==> src/rtl/apu_pkg.sv <==
// Shared APU timing definitions: frame-sequencer step tables, length maxima,
// channel indices and the step-to-strobe decode.
package apu_pkg;

  localparam logic [7:0] FS_LEN_STEPS   = 8'b0101_0101;
  localparam logic [7:0] FS_SWEEP_STEPS = 8'b0100_0100;
  localparam logic [7:0] FS_ENV_STEPS   = 8'b1000_0000;

  localparam int LEN_MAX_SQ   = 64;
  localparam int LEN_MAX_WAVE = 256;

  typedef enum logic [1:0] {
    CH1 = 2'd0,
    CH2 = 2'd1,
    CH3 = 2'd2,
    CH4 = 2'd3
  } apu_ch_e;

  typedef struct packed {
    logic length;
    logic sweep;
    logic env;
  } fs_ticks_t;

  function automatic fs_ticks_t fs_decode(input logic [2:0] step);
    fs_ticks_t t;
    t.length = FS_LEN_STEPS[step];
    t.sweep  = FS_SWEEP_STEPS[step];
    t.env    = FS_ENV_STEPS[step];
    return t;
  endfunction

endpackage

==> src/rtl/apu_length_ctr_m.sv <==
// One channel's length counter and active flag. Priority within a cycle is
// trigger, then length load, then length tick.
module apu_length_ctr_m #(
  parameter int  MAX = 64,
  localparam int DW  = $clog2(MAX),
  localparam int CW  = DW + 1
) (
  input  logic          clk,
  input  logic          rst,
  input  logic          apu_enable,
  input  logic          len_load,
  input  logic [DW-1:0] len_data,
  input  logic          len_en,
  input  logic          trigger,
  input  logic          dac_off,
  input  logic          length_tick,
  output logic          active
);

  localparam logic [CW-1:0] MAX_V = CW'(MAX);
  localparam logic [CW-1:0] ONE_V = CW'(1);

  logic [CW-1:0] cnt_q;
  logic [CW-1:0] cnt_d;
  logic          active_d;

  always_comb begin
    cnt_d    = cnt_q;
    active_d = active;
    if (!apu_enable) begin
      cnt_d    = '0;
      active_d = 1'b0;
    end else if (trigger) begin
      if (cnt_q == '0) cnt_d = MAX_V;
      active_d = 1'b1;
    end else if (len_load) begin
      // A written length of 0 means a full MAX-step run.
      cnt_d = MAX_V - {1'b0, len_data};
    end else if (length_tick && len_en && (cnt_q != '0)) begin
      cnt_d = cnt_q - ONE_V;
      if (cnt_q == ONE_V) active_d = 1'b0;
    end
    if (dac_off) active_d = 1'b0;
  end

  always_ff @(posedge clk) begin
    if (rst) begin
      cnt_q  <= '0;
      active <= 1'b0;
    end else begin
      cnt_q  <= cnt_d;
      active <= active_d;
    end
  end

endmodule

==> src/rtl/apu_frame_seq_m.sv <==
// APU frame sequencer: steps on falling edges of sys_counter[FS_BIT], emits
// one-cycle length/sweep/envelope strobes and owns the per-channel length counters.
module apu_frame_seq_m
  import apu_pkg::*;
#(
  parameter int FS_BIT  = 12,
  parameter int WAVE_CH = int'(CH3)
) (
  input  logic        clk,
  input  logic        rst,
  input  logic [31:0] sys_counter,
  input  logic        apu_enable,
  input  logic [3:0]  len_load,
  input  logic [7:0]  len_data,
  input  logic [3:0]  len_en,
  input  logic [3:0]  trigger,
  input  logic [3:0]  dac_off,
  output logic [2:0]  fs_step,
  output logic        length_tick,
  output logic        sweep_tick,
  output logic        env_tick,
  output logic [3:0]  ch_active
);

  logic      fs_prev;
  logic      fs_fall;
  logic [2:0] step_d;
  fs_ticks_t ticks_d;
  fs_ticks_t ticks_q;
  logic      unused_sys_bits;

  assign unused_sys_bits = ^{sys_counter[31:FS_BIT+1], sys_counter[FS_BIT-1:0]};

  // The edge register runs even while powered off so re-enabling never fakes a step.
  assign fs_fall = fs_prev & ~sys_counter[FS_BIT];

  always_comb begin
    step_d  = fs_step;
    ticks_d = '0;
    if (!apu_enable) begin
      step_d = 3'd0;
    end else if (fs_fall) begin
      step_d  = fs_step + 3'd1;
      ticks_d = fs_decode(step_d);
    end
  end

  always_ff @(posedge clk) begin
    if (rst) begin
      fs_prev <= 1'b0;
      fs_step <= 3'd0;
      ticks_q <= '0;
    end else begin
      fs_prev <= sys_counter[FS_BIT];
      fs_step <= step_d;
      ticks_q <= ticks_d;
    end
  end

  assign length_tick = ticks_q.length;
  assign sweep_tick  = ticks_q.sweep;
  assign env_tick    = ticks_q.env;

  for (genvar i = 0; i < 4; i++) begin : g_ch
    if (i == WAVE_CH) begin : g_wave
      apu_length_ctr_m #(.MAX(LEN_MAX_WAVE)) u_ctr (
        .clk         (clk),
        .rst         (rst),
        .apu_enable  (apu_enable),
        .len_load    (len_load[i]),
        .len_data    (len_data),
        .len_en      (len_en[i]),
        .trigger     (trigger[i]),
        .dac_off     (dac_off[i]),
        .length_tick (ticks_q.length),
        .active      (ch_active[i])
      );
    end else begin : g_sq
      apu_length_ctr_m #(.MAX(LEN_MAX_SQ)) u_ctr (
        .clk         (clk),
        .rst         (rst),
        .apu_enable  (apu_enable),
        .len_load    (len_load[i]),
        .len_data    (len_data[5:0]),
        .len_en      (len_en[i]),
        .trigger     (trigger[i]),
        .dac_off     (dac_off[i]),
        .length_tick (ticks_q.length),
        .active      (ch_active[i])
      );
    end
  end

endmodule

==> config.mk <==
export PLATFORM = sky130hd
export DESIGN_NAME = apu_frame_seq_m
export DESIGN_NICKNAME = d
export VERILOG_FILES = /design/src/rtl/apu_pkg.sv /design/src/rtl/apu_length_ctr_m.sv /design/src/rtl/apu_frame_seq_m.sv
export SDC_FILE = /design/constraint.sdc
export NUM_CORES = 1
export LEC_CHECK = 0
export ABC_AREA = 1
export BUFFER_PORTS_ARGS = -buffer_cell sky130_fd_sc_hd__buf_2
export CAP_MARGIN = 20
export CORE_MARGIN = 2
export CORE_UTILIZATION = 60
export CTS_CLUSTER_SIZE = 16
export DETAILED_ROUTE_END_ITERATION = 7
export PLACE_DENSITY = 0.86
export RECOVER_POWER = 50
export SKIP_LAST_GASP = 1
export SYNTH_ARGS = -nofsm -noshare
export SYNTH_HDL_FRONTEND = slang
export SYNTH_HIERARCHICAL = 1
export SYNTH_SLANG_ARGS = --single-unit
export TNS_END_PERCENT = 100
==> constraint.sdc <==
create_clock -name clk -period 4.2 [get_ports clk]
set_clock_uncertainty 0.15 [all_clocks]
set_input_delay 0 -clock clk [delete_from_list [all_inputs] [get_ports clk]]
set_output_delay 0 -clock clk [all_outputs]
set_load 0.02 [all_outputs]
==> results of run 1 <==
[sequential cells by signal (all words and copies together), names as in the netlist]
signal                    cells
g_ch.g_sq.u_ctr/active        3
g_ch.g_wave.u_ctr/active      1
fs_step                       3
g_ch.g_sq.u_ctr/cnt_q        21
fs_prev                       1
length_tick                   1
sweep_tick                    1
env_tick                      1
g_ch.g_wave.u_ctr/cnt_q       9
[worst register-to-register path: cells and delay by family, from the launching register on]
family                     cells  cell delay [ps]
adders and majority gates      1              250
DFF                            1              410
and+or+nand+nor                6              730
buffers and inverters          4             1210
AOI/OAI and AO/OA              1              210
[path summary, 6_finish.rpt]
| path | from | endpoint | slack (ps) | depth (start not counted) |
|---|---|---|---|---|
| worst max-delay path | g_ch[3].g_sq.u_ctr/cnt_q[0] | g_ch[3].g_sq.u_ctr/cnt_q[3] | 1150 | 12 |
| worst min-delay path | len_load[0] | g_ch[0].g_sq.u_ctr/cnt_q[3] | 9 | 5 |
| worst max register to register | g_ch[3].g_sq.u_ctr/cnt_q[0] | g_ch[3].g_sq.u_ctr/cnt_q[3] | 1150 | 12 |
| worst min register to register | g_ch[2].g_wave.u_ctr/cnt_q[7] | g_ch[2].g_wave.u_ctr/cnt_q[7] | 350 | 2 |
[Yosys cell counts (8+ instances only)]
library cell	number
nand2_2	20
o21ai_0	32
a21oi_1	39
nand2_1	100
inv_2	18
ha_1	15
nand3_1	42
nand2_4	19
nor2_1	65
dfxtp_1	41
nor2_2	8
inv_1	70
nand4_1	10
[layer usage]
layer  track usage  up-vias
met5             0        -
met4        0.0862        0
met3        0.0466       13
met2         0.472      109
met1         0.323     1627
li1              -     1815
[area by class of cell]
| class | count | share of cell area |
|---|---|---|
| clock buffers | 7 | 0.0221 |
| multi-input cells | 392 | 0.535 |
| inverters | 91 | 0.0879 |
| repair buffers | 65 | 0.115 |
| flip-flops and latches | 41 | 0.210 |
| well taps | 72 | 0.0230 |
| clock inverters | 1 | 0.00767 |
[logic make-up after synthesis]
| kind of cell | Yosys count | share of synthesized area |
|---|---|---|
| simple gates | 286 | 0.426 |
| flops | 41 | 0.242 |
| fa+ha+maj | 15 | 0.0553 |
| compound gates | 91 | 0.150 |
| buf+inv | 99 | 0.126 |
[power by group]
part,internal (µW),switching (µW)
combinational,128,215
clock,194,143
sequential,408,19.1
total,730,377
[metrics by stage]
step           worst slack, ps   util  std cells  power (µW)
3_3_place_gp              2540  0.655        633         754
6_report                  1150  0.715        669        1110
5_1_grt                    983  0.715        669        1170
2_1_floorplan             2620      -        532         710
4_1_cts                   1490  0.727        669        1120
3_5_place_dp              2500  0.655        633         764
==> impl_metrics.tcl, run 1 <==
set metrics [dict create \
    final_min_period_over_clock_period 0.727 \
    nets 670 \
    antenna_left 0 \
    fmax_mhz 327 \
    drc 0 \
    post_cts.repair.setup_buffers 0 \
    maxSlewHeadroom 0.678 \
    start_kind "flip-flop" \
    die_y_um 79.2 \
    root_buffer "clkbuf_8" \
    syn_inst 532 \
    min_period_ps 3050 \
    clk_pin_slew_ps 80 \
    placed_area_um2 3580 \
    yosysTopAreaCellShare 0.242 \
    hold_viol 0 \
    min_path_type "in2reg" \
    drt_iter0_drc 248 \
    syn_to_final_growth_pct 15.3 \
    top_layer_used "met4" \
    core_um2 5470 \
    antenna_found_initial 0 \
    first_pass_iters 5 \
    grtUsageTotal 0.266 \
    insertion_delay_ps 300 \
    gp_congestion 0.903 \
    tightest_slew_ps 481 \
    path_common_cell "nand2_4" \
    critPathTopFamily "buffers and inverters" \
    syn_avg_cell_area_um2 6.38 \
    wl_met3_um 432 \
    status "finished clean" \
    dr_wl_met2_mm 3.83 \
    cts_resized 0 \
    netlist_area_um2 3390 \
    ys_async_sr_fraction 0 \
    rsz0062_at_grt "false" \
    synth-main-ff-cell "dfxtp_1" \
    slew_viol_final 0 \
    synth_edf_count 0 \
    die_w_um 79.2 \
    mostFrequentLayoutCell "nand2_1" \
    cp_cell_sequence "inv_1 -> ha_1 -> nand2_4 -> inv_2 -> nand2_1 -> nand2_4 -> nand2_4 -> nand2_1 -> a21oi_1 -> dlygate4sd3_1 -> nor2_1 -> dlygate4sd3_1" \
    numCtsBuffers 5 \
    vias 3564 \
    synth_seq_area_share 0.242 \
    yosys.cell_types.count 30 \
    clock_sinks 41 \
    wl_per_cell_um 11.9 \
    vdd_drop_max_uv 210 \
    cp_max_fo 11 \
    cpMaxStageDelayCell "dlygate4sd3_1" \
    tns_ps 0 \
    grt_max_degree 18 \
    multi_input_comb_area_um2 2090 \
    ys_top_cells_by_area "dfxtp_1, nand2_1, inv_1, nor2_1, nand2_4" \
    rows 27 \
    power_density_nw_per_um2 283 \
    cts_tree "built" \
    wl_met1_mm 3.62 \
    critical_path_class "reg2reg" \
    worstPathBufferInverterCount 4 \
    leakagePower_uw 0.00188 \
    grt.overflow.total 0 \
    drive_gt1_frac 0.189 \
    synth-seq-cells 41 \
    yosysTopAreaCell "dfxtp_1" \
    fill_cells 436 \
    synth_nets 606 \
    grt_pass1_vias 3274 \
    dpl.hpwl_mm 5.64 \
    antenna_cells 0 \
    grt_pass1_wl_mm 13.7 \
    drt-total-wl_mm 7.98 \
    critPathMaxStageDelay_ps 570 \
    initial_core_util 0.620 \
    io_pins 69 \
    postCtsHoldBufs 28 \
    setup_viol 0 \
    final_cell_area_um2 3920 \
    yosys_warnings 6 \
    critPathArrivalTime_ps 3100 \
    end_kind "flip-flop" \
    cp.required_ps 4250 \
    htreeDepth 2 \
    whs_ps 9.33 \
    viasPerCell 5.33 \
    port_buffers 37 \
    maxCapViolations 0 \
    layout_common_cells "nand2_1, inv_1, nor2_1" \
    dieArea_um2 6280 \
    cts.path.max_buffers 2 \
    regArea_um2 821 \
]
Note: power is estimated with default switching activity, not from simulation.
==> inputs of run 2 (changes only) <==
--- a/config.mk
+++ b/config.mk
@@ -5,14 +5,14 @@
 export SDC_FILE = /design/constraint.sdc
 export NUM_CORES = 1
 export LEC_CHECK = 0
-export ABC_AREA = 1
+export ABC_AREA = 0
 export BUFFER_PORTS_ARGS = -buffer_cell sky130_fd_sc_hd__buf_2
 export CAP_MARGIN = 20
 export CORE_MARGIN = 2
-export CORE_UTILIZATION = 60
+export CORE_UTILIZATION = 49
 export CTS_CLUSTER_SIZE = 16
 export DETAILED_ROUTE_END_ITERATION = 7
-export PLACE_DENSITY = 0.86
+export PLACE_DENSITY = 0.77
 export RECOVER_POWER = 50
 export SKIP_LAST_GASP = 1
 export SYNTH_ARGS = -nofsm -noshare
==> constraint.sdc (replaced) <==
create_clock -name clk -period 2.5 [get_ports clk]
set_clock_uncertainty 0.15 [all_clocks]
set_input_delay 0 -clock clk [delete_from_list [all_inputs] [get_ports clk]]
set_output_delay 0 -clock clk [all_outputs]
set_load 0.02 [all_outputs]
==> run 2 against run 1 <==
Hold slack lost 6.8 ps; die area rose by 6.4%; utilization is 13 points lower; flip-flop and latch count stayed put; largest power group unchanged; first-iteration DRC count decreased by 57%; via count is 21% lower; cell area shrank 11%; largest cell class unchanged; sequential share of layout area increased by 2.7 points; count of clock-buffer cells in the layout down 2.
==> impl_metrics.tcl, run 2 <==
set metrics [dict create \
    dieArea_um2 6680 \
    syn_inst 356 \
    root_buffer "clkbuf_8" \
    regArea_um2 821 \
    numCtsBuffers 5 \
    synth_nets 430 \
    io_pins 69 \
    post_cts.repair.setup_buffers 0 \
    cts_tree "built" \
    viasPerCell 5.79 \
    synth_edf_count 0 \
    maxCapViolations 0 \
    start_kind "flip-flop" \
    clkPwrFrac 0.319 \
    critical_path_class "reg2reg" \
    drt_iter0_drc 106 \
    initial_core_util 0.503 \
    r2r_cells 7 \
    grt_pass1_wl_mm 11.5 \
    end_kind "flip-flop" \
    critPathArrivalTime_ps 2290 \
    drc 0 \
    power_density_nw_per_um2 467 \
    min_period_ps 2240 \
    largest_register "g_ch.g_sq.u_ctr/cnt_q" \
    whs_path_depth 4 \
    cp.required_ps 2550 \
    grt_pass1_vias 2648 \
    syn_avg_cell_area_um2 8.31 \
    switchingPower_uw 470 \
    top_regs "g_ch.g_sq.u_ctr/cnt_q (21), g_ch.g_wave.u_ctr/cnt_q (9)" \
    maxSlewHeadroom 0.632 \
    final_min_period_over_clock_period 0.895 \
    synth_seq_area_share 0.277 \
    core_um2 5890 \
    antenna_left 0 \
    slew_viol_final 0 \
    placedCellCount 458 \
    p_int_uw 1150 \
    fill_cells 553 \
    port_buffers 37 \
    ys_top_cells_by_area "dfxtp_1, ha_1, xor2_1, nor2_1, mux2i_1" \
    setup_viol 0 \
    p_sw_frac 0.290 \
    rows 28 \
    p_comb_frac 0.249 \
    yosysTopAreaCellShare 0.277 \
    r2r-start "g_ch[2].g_wave.u_ctr/cnt_q[0]" \
    synth-seq-cells 41 \
    clock_sinks 41 \
    total_power_uw 1620 \
    wl_per_cell_um 14.1 \
    setup_slack_ps 262 \
    status "finished clean" \
    clk_pin_slew_ps 80 \
    ys_async_sr_fraction 0 \
    synth_common_cells "dfxtp_1, nor2_1, nand2_1" \
    gp_congestion 0.828 \
    cts.path.max_buffers 2 \
    layout_common_cells "dfxtp_1, nor2_1, buf_2" \
    insertion_delay_ps 290 \
    yosys_warnings 6 \
    postCtsHoldBufs 20 \
    worstHoldStart "len_en[3]" \
    drt-total-wl_mm 6.84 \
    largest_register_ffs 21 \
    yosysMostFrequentCell "dfxtp_1" \
    fin_cells 485 \
    dpl.hpwl_mm 4.78 \
    grt.overflow.total 0 \
    place_ws_ps 277 \
    tightest_slew_ps 552 \
    netlist_area_um2 2960 \
    fmax_mhz 447 \
    reg2reg_slack_ps 260 \
    leakagePower_uw 0.00136 \
    synth-main-ff-cell "dfxtp_1" \
    tns_ps 0 \
    syn_to_final_growth_pct 17.1 \
    vias 2810 \
    whs_endpoint "g_ch[3].g_sq.u_ctr/active" \
    yosysTopAreaCell "dfxtp_1" \
    cp_max_fo 9 \
    yosys.cell_types.count 52 \
    rsz0062_at_grt "false" \
    first_pass_iters 4 \
    cts_resized 0 \
    nets 484 \
    hold_viol 0 \
    grt_max_degree 18 \
    antenna_found_initial 0 \
    htreeDepth 2 \
    regToRegEndpoint "g_ch[2].g_wave.u_ctr/cnt_q[4]" \
    die_w_um 81.7 \
    power_frac_seq 0.432 \
    multi_input_comb_area_um2 1980 \
    whs_ps 2.54 \
    min_path_type "in2reg" \
    mostFrequentLayoutCell "dfxtp_1" \
    grtUsageTotal 0.218 \
    die_y_um 81.7 \
    antenna_cells 0 \
    drive_gt1_frac 0.149 \
    vdd_drop_max_uv 330 \
]
[run 2: changes by cell type after synthesis, moves of 20 or more]
cell | previous run | this run
o21ai_0 | 32 | 12
nor2_1 | 65 | 38
a21oi_1 | 39 | 12
xor2_1 | 0 | 21
nand2_1 | 100 | 24
nand3_1 | 42 | 10
inv_1 | 70 | 23
nand2_2 | 20 | 0
[run 2: through the flow]
step | cell area [µm²] | utilization
2_1_floorplan | 2960 | -
3_3_place_gp | 3200 | 0.544
3_5_place_dp | 3200 | 0.544
4_1_cts | 3500 | 0.595
5_1_grt | 3470 | 0.589
6_report | 3470 | 0.589
[run 2: layout make-up]
type | instances | area share
multi-input cells | 281 | 0.572
well taps | 75 | 0.0271
inverters | 23 | 0.0249
flip-flops and latches | 41 | 0.237
clock buffers | 5 | 0.0199
clock inverters | 2 | 0.0101
repair buffers | 58 | 0.109
[run 2: worst max-delay path, cell delays in order (launching register included)]
cell      delay [ps]
dfxtp_1          340
inv_1            110
ha_1             170
or4b_1           460
o211a_1          260
a21oi_4          300
o21ai_2          110
a221oi_2         270
[run 2: logic make-up after synthesis]
group	share of synthesized area
adders and majority gates	0.0634
DFF	0.277
muxes	0.0376
and+or+nand+nor	0.273
AOI/OAI and AO/OA	0.216
xor gates and xnor gates	0.0888
buffers and inverters	0.0444
[run 2: how the worst max path moves through the flow]
stage                                        from                       endpoint  slack [ps]  depth (start not counted)
floorplan           g_ch[2].g_wave.u_ctr/cnt_q[0]  g_ch[2].g_wave.u_ctr/cnt_q[4]         440                          7
global placement    g_ch[2].g_wave.u_ctr/cnt_q[0]  g_ch[2].g_wave.u_ctr/cnt_q[4]         330                          7
detailed placement  g_ch[2].g_wave.u_ctr/cnt_q[0]  g_ch[2].g_wave.u_ctr/cnt_q[4]         280                          7
CTS                 g_ch[2].g_wave.u_ctr/cnt_q[0]  g_ch[2].g_wave.u_ctr/cnt_q[4]         260                          7
global route        g_ch[2].g_wave.u_ctr/cnt_q[0]  g_ch[2].g_wave.u_ctr/cnt_q[4]         110                          7
finish              g_ch[2].g_wave.u_ctr/cnt_q[0]  g_ch[2].g_wave.u_ctr/cnt_q[4]         260                          7
[run 2: power groups by stage]
| stage | Combinational [µW] | Clock (µW) | Sequential [µW] |
|---|---|---|---|
| 5_1_grt | 449 | 560 | 703 |
| 4_1_cts | 405 | 533 | 698 |
| 2_1_floorplan | 282 | 0 | 712 |
| 3_3_place_gp | 373 | 0 | 713 |
| 3_5_place_dp | 382 | 0 | 713 |
| 6_report | 403 | 515 | 699 |
[run 2: metal layers]
metal	wire [µm]	global-route usage
met1	3070	0.272
met3	347	0.0418
met5	0	0
met2	3360	0.383
met4	56	0.0583
